===== src/rtl/phase_gen.sv =====
// Multi-channel phase-strobe generator: a programmable-period tick counter drives
// NUM_CH registered [rise, fall) windows, with shadow config committed at period boundaries.
module phase_gen #(
  parameter int NUM_CH = 4,
  parameter int CNT_W = 6,
  parameter int PERIOD_INIT = 20,
  parameter logic [NUM_CH*CNT_W-1:0] RISE_INIT = {6'd19, 6'd1, 6'd7, 6'd0},
  parameter logic [NUM_CH*CNT_W-1:0] FALL_INIT = {6'd20, 6'd2, 6'd14, 6'd0}
) (
  input  logic                         clk_100M,
  input  logic                         rst,
  input  logic                         start,
  input  logic                         oneshot,
  input  logic                         run_en,
  input  logic                         cfg_we,
  input  logic [$clog2(NUM_CH+1)-1:0]  cfg_sel,
  input  logic [CNT_W-1:0]             cfg_rise,
  input  logic [CNT_W-1:0]             cfg_fall,
  output logic [NUM_CH-1:0]            ph_out,
  output logic [CNT_W-1:0]             cnt,
  output logic                         period_start,
  output logic                         period_done,
  output logic                         busy,
  output logic                         cfg_pending
);

  localparam int SEL_W = $clog2(NUM_CH+1);

  typedef enum logic {IDLE = 1'b0, RUN = 1'b1} state_e;

  state_e              state_q, state_d;
  logic [CNT_W-1:0]    cnt_q, cnt_d;
  logic [NUM_CH-1:0]   ph_q, ph_d;
  logic                start_q, start_d;
  logic                done_q, done_d;
  logic                pending_q;

  logic [CNT_W-1:0]    actRise_q [NUM_CH];
  logic [CNT_W-1:0]    actFall_q [NUM_CH];
  logic [CNT_W-1:0]    shRise_q  [NUM_CH];
  logic [CNT_W-1:0]    shFall_q  [NUM_CH];
  logic [CNT_W-1:0]    actPer_q, shPer_q;

  logic                wrap, commit, cfgHit;
  logic [CNT_W-1:0]    perWr;

  assign wrap   = (state_q == RUN) && run_en && (cnt_q == actPer_q - CNT_W'(1));
  assign commit = (state_q == IDLE) || wrap;
  assign cfgHit = cfg_we && (cfg_sel <= SEL_W'(NUM_CH));
  assign perWr  = (cfg_rise < CNT_W'(2)) ? CNT_W'(2) : cfg_rise;

  // Status pulses are registered alongside ph_out, so they lag the tick they describe by one cycle.
  always_comb begin
    state_d = state_q;
    cnt_d   = cnt_q;
    ph_d    = ph_q;
    start_d = 1'b0;
    done_d  = 1'b0;
    case (state_q)
      IDLE: begin
        cnt_d = '0;
        ph_d  = '0;
        if (start) state_d = RUN;
      end
      RUN: begin
        if (run_en) begin
          start_d = (cnt_q == '0);
          done_d  = wrap;
          cnt_d   = wrap ? '0 : cnt_q + CNT_W'(1);
          for (int i = 0; i < NUM_CH; i++) begin
            ph_d[i] = (cnt_q >= actRise_q[i]) && (cnt_q < actFall_q[i]);
          end
          if (wrap && oneshot) begin
            state_d = IDLE;
            ph_d    = '0;
          end
        end
      end
      default: state_d = IDLE;
    endcase
  end

  always_ff @(posedge clk_100M or posedge rst) begin
    if (rst) begin
      state_q <= IDLE;
      cnt_q   <= '0;
      ph_q    <= '0;
      start_q <= 1'b0;
      done_q  <= 1'b0;
    end else begin
      state_q <= state_d;
      cnt_q   <= cnt_d;
      ph_q    <= ph_d;
      start_q <= start_d;
      done_q  <= done_d;
    end
  end

  // A write coinciding with a commit lands in shadow after the copy, so it stays pending.
  always_ff @(posedge clk_100M or posedge rst) begin
    if (rst) begin
      for (int i = 0; i < NUM_CH; i++) begin
        actRise_q[i] <= RISE_INIT[i*CNT_W +: CNT_W];
        actFall_q[i] <= FALL_INIT[i*CNT_W +: CNT_W];
        shRise_q[i]  <= RISE_INIT[i*CNT_W +: CNT_W];
        shFall_q[i]  <= FALL_INIT[i*CNT_W +: CNT_W];
      end
      actPer_q  <= CNT_W'(PERIOD_INIT);
      shPer_q   <= CNT_W'(PERIOD_INIT);
      pending_q <= 1'b0;
    end else begin
      if (commit) begin
        for (int i = 0; i < NUM_CH; i++) begin
          actRise_q[i] <= shRise_q[i];
          actFall_q[i] <= shFall_q[i];
        end
        actPer_q <= shPer_q;
      end
      for (int i = 0; i < NUM_CH; i++) begin
        if (cfgHit && (cfg_sel == SEL_W'(i))) begin
          shRise_q[i] <= cfg_rise;
          shFall_q[i] <= cfg_fall;
        end
      end
      if (cfgHit && (cfg_sel == SEL_W'(NUM_CH))) shPer_q <= perWr;
      pending_q <= cfgHit | (pending_q & ~commit);
    end
  end

  assign ph_out       = ph_q;
  assign cnt          = cnt_q;
  assign period_start = start_q;
  assign period_done  = done_q;
  assign busy         = (state_q == RUN);
  assign cfg_pending  = pending_q;

endmodule

===== config.mk =====
export PLATFORM = sky130hd
export DESIGN_NAME = phase_gen
export DESIGN_NICKNAME = d
export VERILOG_FILES = /design/src/rtl/phase_gen.sv
export SDC_FILE = /design/constraint.sdc
export NUM_CORES = 1
export LEC_CHECK = 0
export BUFFER_PORTS_ARGS = -buffer_cell sky130_fd_sc_hd__buf_2
export CORE_MARGIN = 2
export CORE_UTILIZATION = 55
export DETAILED_ROUTE_END_ITERATION = 7
export HOLD_SLACK_MARGIN = 0.12
export PLACE_DENSITY = 0.77
export SYNTH_ARGS = -nofsm -noshare
export SYNTH_HDL_FRONTEND = slang
export SYNTH_SLANG_ARGS = --single-unit

===== constraint.sdc =====
create_clock -name clk_100M -period 5.6 [get_ports clk_100M]
set_input_delay 0.28 -clock clk_100M [delete_from_list [all_inputs] [get_ports clk_100M]]
set_output_delay 0.28 -clock clk_100M [all_outputs]
set_load 0.005 [all_outputs]

# == After elaboration in Yosys (flattened, before gate mapping) ==
# Index checks and enable logic that the tools add are counted.
# word_totals
input_bits,21
word_cells,77
reg_bits,122
output_inout_bits,14
# op_classes
n_lt_le_gt_ge,10
muxes,15
bitwise_logic,4
reduce_logical,16
addsub,2
eq_ne,6
# ops
cell,count
$ge 6x6->1,4
$lt 6x6->1,4
$mux 6,3
$logic_and 1x1->1,13
$pmux 6 s2,1
$mux 4,2
$pmux 4 s2,1
$mux 1,7
$add 6x1->6 const B,1
$eq 3x2->1 const B,2
$eq 6x6->1,1
$logic_not 6->1,1
$lt 6x2->1 const B,1
$sub 6x1->6 const B,1
$eq 3x1->1 const B,1
$eq 3x3->1 const B,1
$le 3x3->1 const B,1
$logic_not 3->1,1
$ne 2x2->1 const B,1
$not 1->1,2
$pmux 1 s2,1
$and 1x1->1,1
$logic_or 1x1->1,1
$or 1x1->1,1

# == Longest topological paths before layout ==
# Gate-level depths: netlist of the first run.
# logic_depth
word_depth,7
depth_mapped,9

# == Worst setup path after synthesis of the first run ==
# Ideal clock, no wire load.
# synth_timing
kind,flip-flop to flip-flop
startpoint,reg actPer_q[0]
endpoint,reg actFall_q[20] (netlist name)
arrival_time_ps,1970
period_less_slack_ps,2097
path_stages_with_launch,10
slack_ps,3503
n_path_buf,2
cell_sequence,dfrtp_1 -> inv_1 -> ha_1 -> xnor2_1 -> nor3_1 -> nand4b_2 -> o21ai_4 -> buf_6 -> buf_8 -> mux2_1
# synth_between
elab_chain_len,4
# synth_rtl
item,line_no,rtl
from (decl),42,"logic [CNT_W-1:0] actPer_q, shPer_q;"
from (signal assigned),108,actPer_q <= CNT_W'(PERIOD_INIT);
from (signal assigned),117,actPer_q <= shPer_q;
$sub 6x1->6,47,assign wrap = (state_q == RUN) && run_en && (cnt_q == actPer_q - CNT_W'(1));
$eq 6x6->1,47,
$logic_and 1x1->1,47,
$logic_or 1x1->1,48,assign commit = (state_q == IDLE) || wrap;
"to (signal, indexed assignment)",104,actFall_q[i] <= FALL_INIT[i*CNT_W +: CNT_W];
"to (signal, indexed assignment)",115,actFall_q[i] <= shFall_q[i];
to (decl),39,logic [CNT_W-1:0] actFall_q [NUM_CH];
# Every way passes these cells.
# A chain may end at the register's enable or synchronous reset.

# == Worst setup path in the final report of the first run ==
# layout_timing
startpoint,reg cnt_q[4] (netlist: cnt[4])
endpoint,reg actRise_q[7] (netlist name)
# layout_between
elab_chain_len,3
# layout_rtl
item,line_no,rtl
from (decl),32,"logic [CNT_W-1:0] cnt_q, cnt_d;"
from (signal assigned),92,cnt_q <= cnt_d;
$eq 6x6->1,47,
$logic_and 1x1->1,47,
$logic_or 1x1->1,48,
"to (signal, indexed assignment)",103,actRise_q[i] <= RISE_INIT[i*CNT_W +: CNT_W];
"to (signal, indexed assignment)",114,actRise_q[i] <= shRise_q[i];
to (decl),38,logic [CNT_W-1:0] actRise_q [NUM_CH];
# Every way passes these cells.

==> flow_summary.yaml, run 1 <==
outcome:
  status: "completed"
synthesis:
  syn_avg_cell_area_um2: 12.3
  synth_cells: 482
  synthMuxAreaShare_pct: 19.3
  syn_area_mm2: 0.00595
  synth_edf_count: 0
  synth-seq-area-share_pct: 52.0
  synthArstFlopShare_pct: 100
  netlist-cell-type-count: 40
  synth_fa_ha_area_share_pct: 9.89
  synth_compound_area_share_pct: 5.09
  synth_ff_type: "dfrtp_1"
  synth_top_family_by_area: "multiplexers"
  syn_nets: 550
  synth-seq-cells: 122
  ys_warn_count: 0
  synth-simple-area-share_pct: 7.64
  yosys.area_share.xor_xnor_pct: 1.47
sta:
  rsz0062_at_grt: "false"
  hold_viol_final: 0
  min_period_ns: 3.35
  finClkSkew_ns: 0.00941
  worstMarginPinSlew_ns: 1.26
  finalSetupViolations: 0
  fmax_mhz: 299
  setup_tns_ns: 0
  relSlewSlack_pct: 15.8
  slew_viol_final: 0
  period_share_pct: 59.8
clock_tree:
  cts_tree: "done"
  clkTransAtPathRegs_ns: 0.06
  postCtsSetupBuffers: 0
  clock-sinks: 122
  cts_max_level: 4
  clock_path_buffers: 2
  numCtsBuffers: 17
  root_buffer: "clkbuf_8"
  clock_latency_ns: 0.54
  ctsResizeCount: 0
worst_hold_path:
  min_path_type: "primary input to register"
final_layout:
  areaGrowthSynthToFinish_pct: 18.0
  stdcell_count: 690
  finalInstanceArea_mm2: 0.00702
  drive_above_1_share_pct: 36.1
  seqCellArea_mm2: 0.00309
  multi_input_area_mm2: 0.00258
  nFillCells: 755
  diodes: 0
  layout.nets: 609
floorplan:
  dieArea_mm2: 0.0117
  start_util_pct: 57.1
  fp.dieH_um: 108
  fp-row-count: 37
  num_io_pins: 35
  chipWidth_um: 108
  core-area_mm2: 0.0104
routing:
  dr.first_iter.drc_count: 294
  vias: 3935
  firstDrtPassIters: 5
  route.antenna.remaining_nets: 0
  route.detailed.drc: 0
  post_drt_wl_per_cell_um: 17.9
  wirelength_mm: 12.4
  viasPerCell: 5.70
pwr:
  p_leak_nw: 3.25
  powerDensity_mw_per_mm2: 551
  irDropWorstVdd_v: 0.000257
global_routing:
  gr-usage-all-layers_pct: 23.8
  antenna_found_initial: 0
  grt_pass1_wl_mm: 20.8
  overflow: 0
  grt_max_degree: 74
  grt_pass1_vias: 4154
critical_path:
  crit_required_ns: 6.02
  cp_slowest_stage_delay_ns: 1.00
  cp_slowest_cell: "o21ai_4"
  worstSetupEndpointType: "register"
  critical_path_class: "register to register"
  path_max_fanout: 38
  start_kind: "register"
  cp_data_arrival_time_ns: 3.77
  path_cells: "xnor2_1 -> nor4_1 -> a31oi_2 -> o21ai_4 -> buf_4 -> mux2_2"
placement:
  numPortBuffers: 34
  dpl_cell_area_mm2: 0.00622
  placed_cells: 640
  dpl.hpwl_mm: 8.13
  place.gp.congestion: 0.889
job:
  maxCapViolations: 0
-- path summary, 6_finish.rpt --
check / startpoint / end / slack (ns) / cells past startpoint
max in group asynchronous: rst / shFall_q[12] / 3.90 / 4
min in group asynchronous: rst / shFall_q[20] / 0.39 / 3
worst max-delay path: cnt[4] / actRise_q[7] / 2.25 / 6
worst max register to register: cnt[4] / actRise_q[7] / 2.25 / 6
worst min-delay path: cfg_sel[2] / shPer_q[3] / 0.21 / 4
worst min register to register: shPer_q[2] / shPer_q[2] / 0.46 / 2
-- registers in the layout (all words and copies together), names as in the netlist --
signal        flops
actPer_q          6
actFall_q        24
shPer_q           6
shFall_q         24
actRise_q        24
period_done       1
shRise_q         24
period_start      1
cfg_pending       1
cnt               6
ph_out            4
busy              1
-- what timing repair did --
| action | CTS | global route |
|---|---|---|
| endpoints found under the setup margin | 0 | 0 |
| hold endpoints to repair | 101 | 0 |
| hold buffers | 18 | 0 |
-- synthesized netlist by cell type (5+ instances only) --
master,n,share of area (%)
nand2_1,27,1.7
o21ai_0,14,1.2
nor2b_1,9,0.95
dfstp_2,30,13
nand2b_1,6,0.63
xnor2_1,7,1.0
ha_1,47,9.9
nand4_1,5,0.53
mux2_2,97,18
nor2_1,11,0.69
inv_1,49,3.1
a21oi_1,20,1.7
clkbuf_1,5,0.32
a21o_1,5,0.63
nand3_1,13,1.1
dfrtp_1,92,39
nor3_1,5,0.42
-- cell type report --
type	instances	share of cell area, %
Clock inverter	13	2.37
Sequential cell	122	44.0
Inverter	49	2.66
Timing Repair Buffer	55	5.31
Multi-Input combinational cell	296	36.8
Tap cell	136	2.42
Clock buffer	19	6.45
-- placed cells by master (no fill, tap or decap), types with 11 or more instances in the layout --
cell	instances
o21ai_0	14
inv_1	48
dfrtp_1	92
dlygate4sd3_1	18
buf_2	34
mux2_2	97
ha_1	47
nand3_1	13
a21oi_1	20
dfstp_2	30
nand2_1	27
nor2_1	11
clkbuf_16	17
-- report_power, final --
part / switching [mW] / total, mW / leakage [nW] / internal, mW
logic: 0.604 / 1.26 / 1.52 / 0.653
clock network: 0.405 / 1.12 / 0.284 / 0.717
registers: 0.246 / 1.49 / 1.44 / 1.24
-- kinds of logic after synthesis --
kind of cell	count (synthesis)
simple gates	88
compound gates	49
buf+inv	64
fa+ha+maj	47
flops	122
xor+xnor	10
mux	102
-- layer usage --
layer,track usage (%),up-vias,part of all wire (%)
met1,28.6,2004,42
met5,0,-,0
met3,6.27,33,4.5
met4,10.1,0,2.5
met2,40.6,111,51
li1,-,1787,-
-- worst max-delay path: cells and delay by family, from the launching register on --
| family | cells | cell delay (ns) |
|---|---|---|
| xor gates and xnor gates | 1 | 0.20 |
| muxes | 1 | 0.38 |
| and+or+nand+nor | 1 | 0.34 |
| DFF | 1 | 0.72 |
| AOI/OAI and AO/OA | 2 | 1.12 |
| buffers and inverters | 1 | 0.46 |
-- metrics by stage --
step           hold slack (ns)  power [mW]  utilization, %  setup WS (ns)
3_3_place_gp             0.401        2.64            59.7           2.44
5_1_grt                  0.249        4.13            67.4           2.08
6_report                 0.213        3.87            67.4           2.25
2_1_floorplan            0.363        2.40               -           2.13
3_5_place_dp             0.420        2.73            59.7           2.34
4_1_cts                  0.169        3.88            67.4           2.31
Power figures use the tool's default switching activity.
==> run 2: changes to the inputs <==
Settings changed: PLACE_DENSITY 0.77 to 0.8.
Clock period 5.6 ns to 2.85 ns, I/O delays scaled along.
==> run 2 against run 1 <==
Combinational power up 110%. Via count up 1.3%. First-iteration DRC count up 4.4%. Sequential power up 93%. Flip-flop and latch count unchanged. Worst hold slack better by 0.020 ns. Core utilization up 1.2 points. Critical path type unchanged.
==> flow_summary.yaml, run 2 (synthesized netlist as in run 1, its figures left out) <==
final_layout:
  drive_above_1_share_pct: 35.7
  layout.nets: 621
  multi_input_area_mm2: 0.00258
  finalInstanceArea_mm2: 0.00715
  seqCellArea_mm2: 0.00309
  layout_commonest_cell: "mux2_2"
  nFillCells: 718
  layout_common_cells: "97 x mux2_2, 92 x dfrtp_1, 48 x inv_1, 47 x ha_1, 34 x buf_2"
  final_util_pct: 68.6
  diodes: 0
  areaGrowthSynthToFinish_pct: 20.2
floorplan:
  fp-row-count: 37
  num_io_pins: 35
  fp.dieH_um: 108
  chipWidth_um: 108
  core-area_mm2: 0.0104
  dieArea_mm2: 0.0117
  start_util_pct: 57.1
clock_tree:
  postCtsSetupBuffers: 0
  clkTransAtPathRegs_ns: 0.06
  cts_tree: "done"
  clock_latency_ns: 0.53
  clock-sinks: 122
  clock_path_buffers: 2
  ctsResizeCount: 0
  cts_max_level: 4
  numCtsBuffers: 17
  root_buffer: "clkbuf_8"
routing:
  wirelength_mm: 13.4
  firstDrtPassIters: 4
  viasPerCell: 5.68
  dr.first_iter.drc_count: 307
  route.detailed.drc: 0
  route.antenna.remaining_nets: 0
  vias: 3985
  post_drt_wl_per_cell_um: 19.2
placement:
  place.gp.congestion: 0.828
  numPortBuffers: 34
  dpl_cell_area_mm2: 0.00628
  dpl.hpwl_mm: 8.35
global_routing:
  use_met1_pct: 28.1
  grt_max_degree: 123
  grt_use_met2_pct: 43.8
  grt.busiest_layer: "met2"
  grt_use_met3_pct: 5.85
  overflow: 0
  gr-usage-all-layers_pct: 25.1
  antenna_found_initial: 0
  grt_pass1_vias: 4305
  grt_pass1_wl_mm: 21.6
critical_path:
  crit_required_ns: 3.25
  critical_path_class: "register to register"
  path_max_fanout: 59
  regToRegSetupSlack_ns: 0.45
  start_kind: "register"
  cp_data_arrival_time_ns: 2.81
  worstSetupEndpointType: "register"
sta:
  hold_viol_final: 0
  fmax_mhz: 416
  slew_viol_final: 0
  rsz0062_at_grt: "false"
  min_period_ns: 2.40
  relSlewSlack_pct: 42.5
  period_share_pct: 84.3
  finClkSkew_ns: 0.00727
  setup_tns_ns: 0
  worstMarginPinSlew_ns: 0.860
  finalSetupViolations: 0
pwr:
  p_leak_nw: 3.32
  irDropWorstVdd_v: 0.000791
  report.power.total_mw: 7.78
  powerDensity_mw_per_mm2: 1090
job:
  maxCapViolations: 0
worst_hold_path:
  min_path_type: "primary input to register"
outcome:
  status: "completed"
[run 2: cell count changes in the layout (fill, tap and decap cells not counted), moves of 2 or more]
cell / change
buf_12: +2
buf_4: +3
clkbuf_1: +3
clkbuf_8: +2
clkinv_2: +4
clkinv_4: -2
clkinvlp_4: -5
dlygate4sd3_1: +7
[run 2: metrics by stage]
step                      cells  hold slack (ns)  setup slack, ns
after floorplan             482            0.226            0.753
after CTS                   702            0.180            0.454
final                       702            0.233            0.446
after detailed placement    645            0.352            0.501
after global placement      645            0.331            0.605
after global routing        702            0.259            0.299
[run 2: worst paths after layout]
| path | cells past startpoint | from | end |
|---|---|---|---|
| max | 8 | actPer_q[0] | actRise_q[10] |
| min | 5 | cfg_sel[1] | shPer_q[1] |
| max reg2reg | 8 | actPer_q[0] | actRise_q[10] |
| min reg2reg | 2 | ph_out[2] | ph_out[2] |
| max in group asynchronous | 4 | rst | shRise_q[10] |
| min in group asynchronous | 4 | rst | actFall_q[19] |
[run 2: worst max-delay path: stages (launching register included)]
cell	delay [ns]
dfrtp_1	0.42
inv_1	0.09
ha_1	0.31
xnor2_1	0.13
nor3_1	0.20
nand4b_2	0.20
o21ai_4	0.18
buf_12	0.32
mux2_2	0.41
[run 2: repair_timing]
| item | CTS | global route |
|---|---|---|
| hold endpoints to repair | 157 | 0 |
| hold buffers | 25 | 0 |
| setup endpoints to repair | 0 | 0 |
[run 2: layer usage]
metal | part of all wire, % | wire length, µm
met5 | 0 | 0
met4 | 4.3 | 581
met3 | 3.9 | 518
met2 | 52 | 6990
met1 | 40 | 5350
[run 2: layout make-up]
| type | instances | area share, % |
|---|---|---|
| Sequential cell | 122 | 43.2 |
| Multi-Input combinational cell | 296 | 36.1 |
| Timing Repair Buffer | 67 | 7.07 |
| Clock buffer | 23 | 6.53 |
| Inverter | 49 | 2.63 |
| Tap cell | 136 | 2.38 |
| Clock inverter | 9 | 2.03 |
[run 2: where the power goes]
part           switching (mW)  internal (mW)
registers               0.429           2.45
clock network           0.745           1.48
logic                    1.33           1.35
total                    2.50           5.28
==> run 3: changes to the inputs <==
Settings changed: PLACE_DENSITY 0.8 to 0.77.
Clock period 2.85 ns to 2.25 ns, I/O delays scaled along.
==> run 3 against run 2 <==
Flip-flop and latch count unchanged. First-iteration DRC count is 14% lower. Critical endpoint is now actFall_q[10]. Setup slack got worse by 0.37 ns. Critical path depth rose by 1.
==> flow_summary.yaml, run 3 (synthesized netlist as in run 1, its figures left out) <==
routing:
  vias: 4084
  firstDrtPassIters: 4
  post_drt_wl_per_cell_um: 19.4
  route.detailed.drc: 0
  viasPerCell: 5.66
  route.antenna.remaining_nets: 0
  dr.first_iter.drc_count: 263
  wirelength_mm: 14.0
clock_tree:
  cts_tree: "done"
  clkTransAtPathRegs_ns: 0.06
  cts_max_level: 4
  root_buffer: "clkbuf_8"
  clock-sinks: 122
  numCtsBuffers: 17
  clock_path_buffers: 2
  clock_latency_ns: 0.53
sta:
  min_period_ns: 2.17
  worstMarginPinSlew_ns: 0.556
  slew_viol_final: 0
  relSlewSlack_pct: 62.4
  finalSetupViolations: 0
  rsz0062_at_grt: "false"
  hold_viol_final: 0
  finClkSkew_ns: 0.00845
  setup_tns_ns: 0
  fmax_mhz: 461
  period_share_pct: 96.5
final_layout:
  nFillCells: 693
  layout.nets: 640
  drive_above_1_share_pct: 38.5
  diodes: 0
  areaGrowthSynthToFinish_pct: 25.1
  layout_common_cells: "96 x mux2_2, 92 x dfrtp_1, 47 x inv_1, 46 x ha_1, 34 x buf_2"
  multi_input_area_mm2: 0.00263
  layout_commonest_cell: "mux2_2"
  seqCellArea_mm2: 0.00309
global_routing:
  overflow: 0
  antenna_found_initial: 0
  gr-usage-all-layers_pct: 25.3
  grt_pass1_vias: 4325
  grt_max_degree: 45
  grt_pass1_wl_mm: 21.8
outcome:
  status: "completed"
job:
  maxCapViolations: 0
critical_path:
  worstSetupEndpointType: "register"
  start_kind: "register"
  cp_slowest_stage_delay_ns: 0.41
  crit_required_ns: 2.66
  path_max_fanout: 14
  path_cells: "inv_1 -> ha_4 -> xnor2_2 -> nor3_2 -> nand4b_4 -> o21ai_4 -> buf_12 -> clkbuf_16 -> mux2_2"
  cp_data_arrival_time_ns: 2.58
  critical_path_class: "register to register"
  cp_slowest_cell: "dfrtp_1"
placement:
  dpl.hpwl_mm: 8.48
  place.gp.congestion: 0.782
  numPortBuffers: 34
floorplan:
  fp.dieH_um: 108
  num_io_pins: 35
  core-area_mm2: 0.0104
  chipWidth_um: 108
  start_util_pct: 57.1
  fp-row-count: 37
  dieArea_mm2: 0.0117
pwr:
  report.power.total_mw: 10.3
  p_leak_nw: 3.47
  powerDensity_mw_per_mm2: 1390
  irDropWorstVdd_v: 0.000567
worst_hold_path:
  min_path_type: "primary input to asynchronous set/reset pin"
## run 3: what timing repair did
action	4_1_cts	5_1_grt
resized for setup	1	8
cloned	0	3
setup endpoints to repair	9	58
buffers inserted	0	3
hold buffers	27	0
pin swaps	1	1
endpoints found under the hold margin	170	0
## run 3: final timing paths
| path | cells after the start | end | from | slack (ns) |
|---|---|---|---|---|
| worst max-delay path | 9 | actFall_q[10] | actPer_q[1] | 0.08 |
| worst min-delay path | 3 | actFall_q[8] | rst | 0.19 |
| worst max register to register | 9 | actFall_q[10] | actPer_q[1] | 0.08 |
| worst min register to register | 2 | ph_out[0] | ph_out[0] | 0.48 |
| max in group asynchronous | 4 | shFall_q[15] | rst | 1.40 |
| min in group clk_100M | 3 | busy | oneshot | 0.32 |
## run 3: worst max-delay path: cells and delay by family (launching register included)
family	cells	cell delay [ns]
DFF	1	0.41
AOI/OAI and AO/OA	1	0.19
xor gates and xnor gates	1	0.13
and+or+nand+nor	2	0.32
buffers and inverters	3	0.46
muxes	1	0.33
adders and majority gates	1	0.21
## run 3: report_power, final
part	switching, mW	internal (mW)
sequential	0.499	3.10
clock	0.943	1.91
combinational	1.86	2.00
total	3.31	7.01
## run 3: routing by layer
layer  vias up  wire length [µm]  share of wire (%)  track usage [%]
met5         -                 0                  0                0
met4         0               401                2.9             12.5
met3        37               633                4.5             5.36
met2       108              7250                 52             43.5
met1      2089              5730                 41             30.1
li1       1850                 -                  -                -
## run 3: layout make-up
cell class	instances	share of cell area, %
Multi-Input combinational cell	296	35.3
Inverter	49	2.52
Timing Repair Buffer	86	10.0
Clock inverter	8	1.88
Clock buffer	24	6.46
Tap cell	136	2.29
Sequential cell	122	41.5
## run 3: stage by stage
stage	util [%]	hold WS, ns	worst slack [ns]	area (µm²)	std cells
detailed placement	61.4	0.186	0.0161	6390	656
CTS	69.9	0.179	0.00472	7290	715
global placement	61.4	0.177	0.0909	6390	656
global route	71.4	0.239	0.00522	7440	721
finish	71.4	0.190	0.0791	7440	721
floorplan	-	0.196	0.153	5950	482
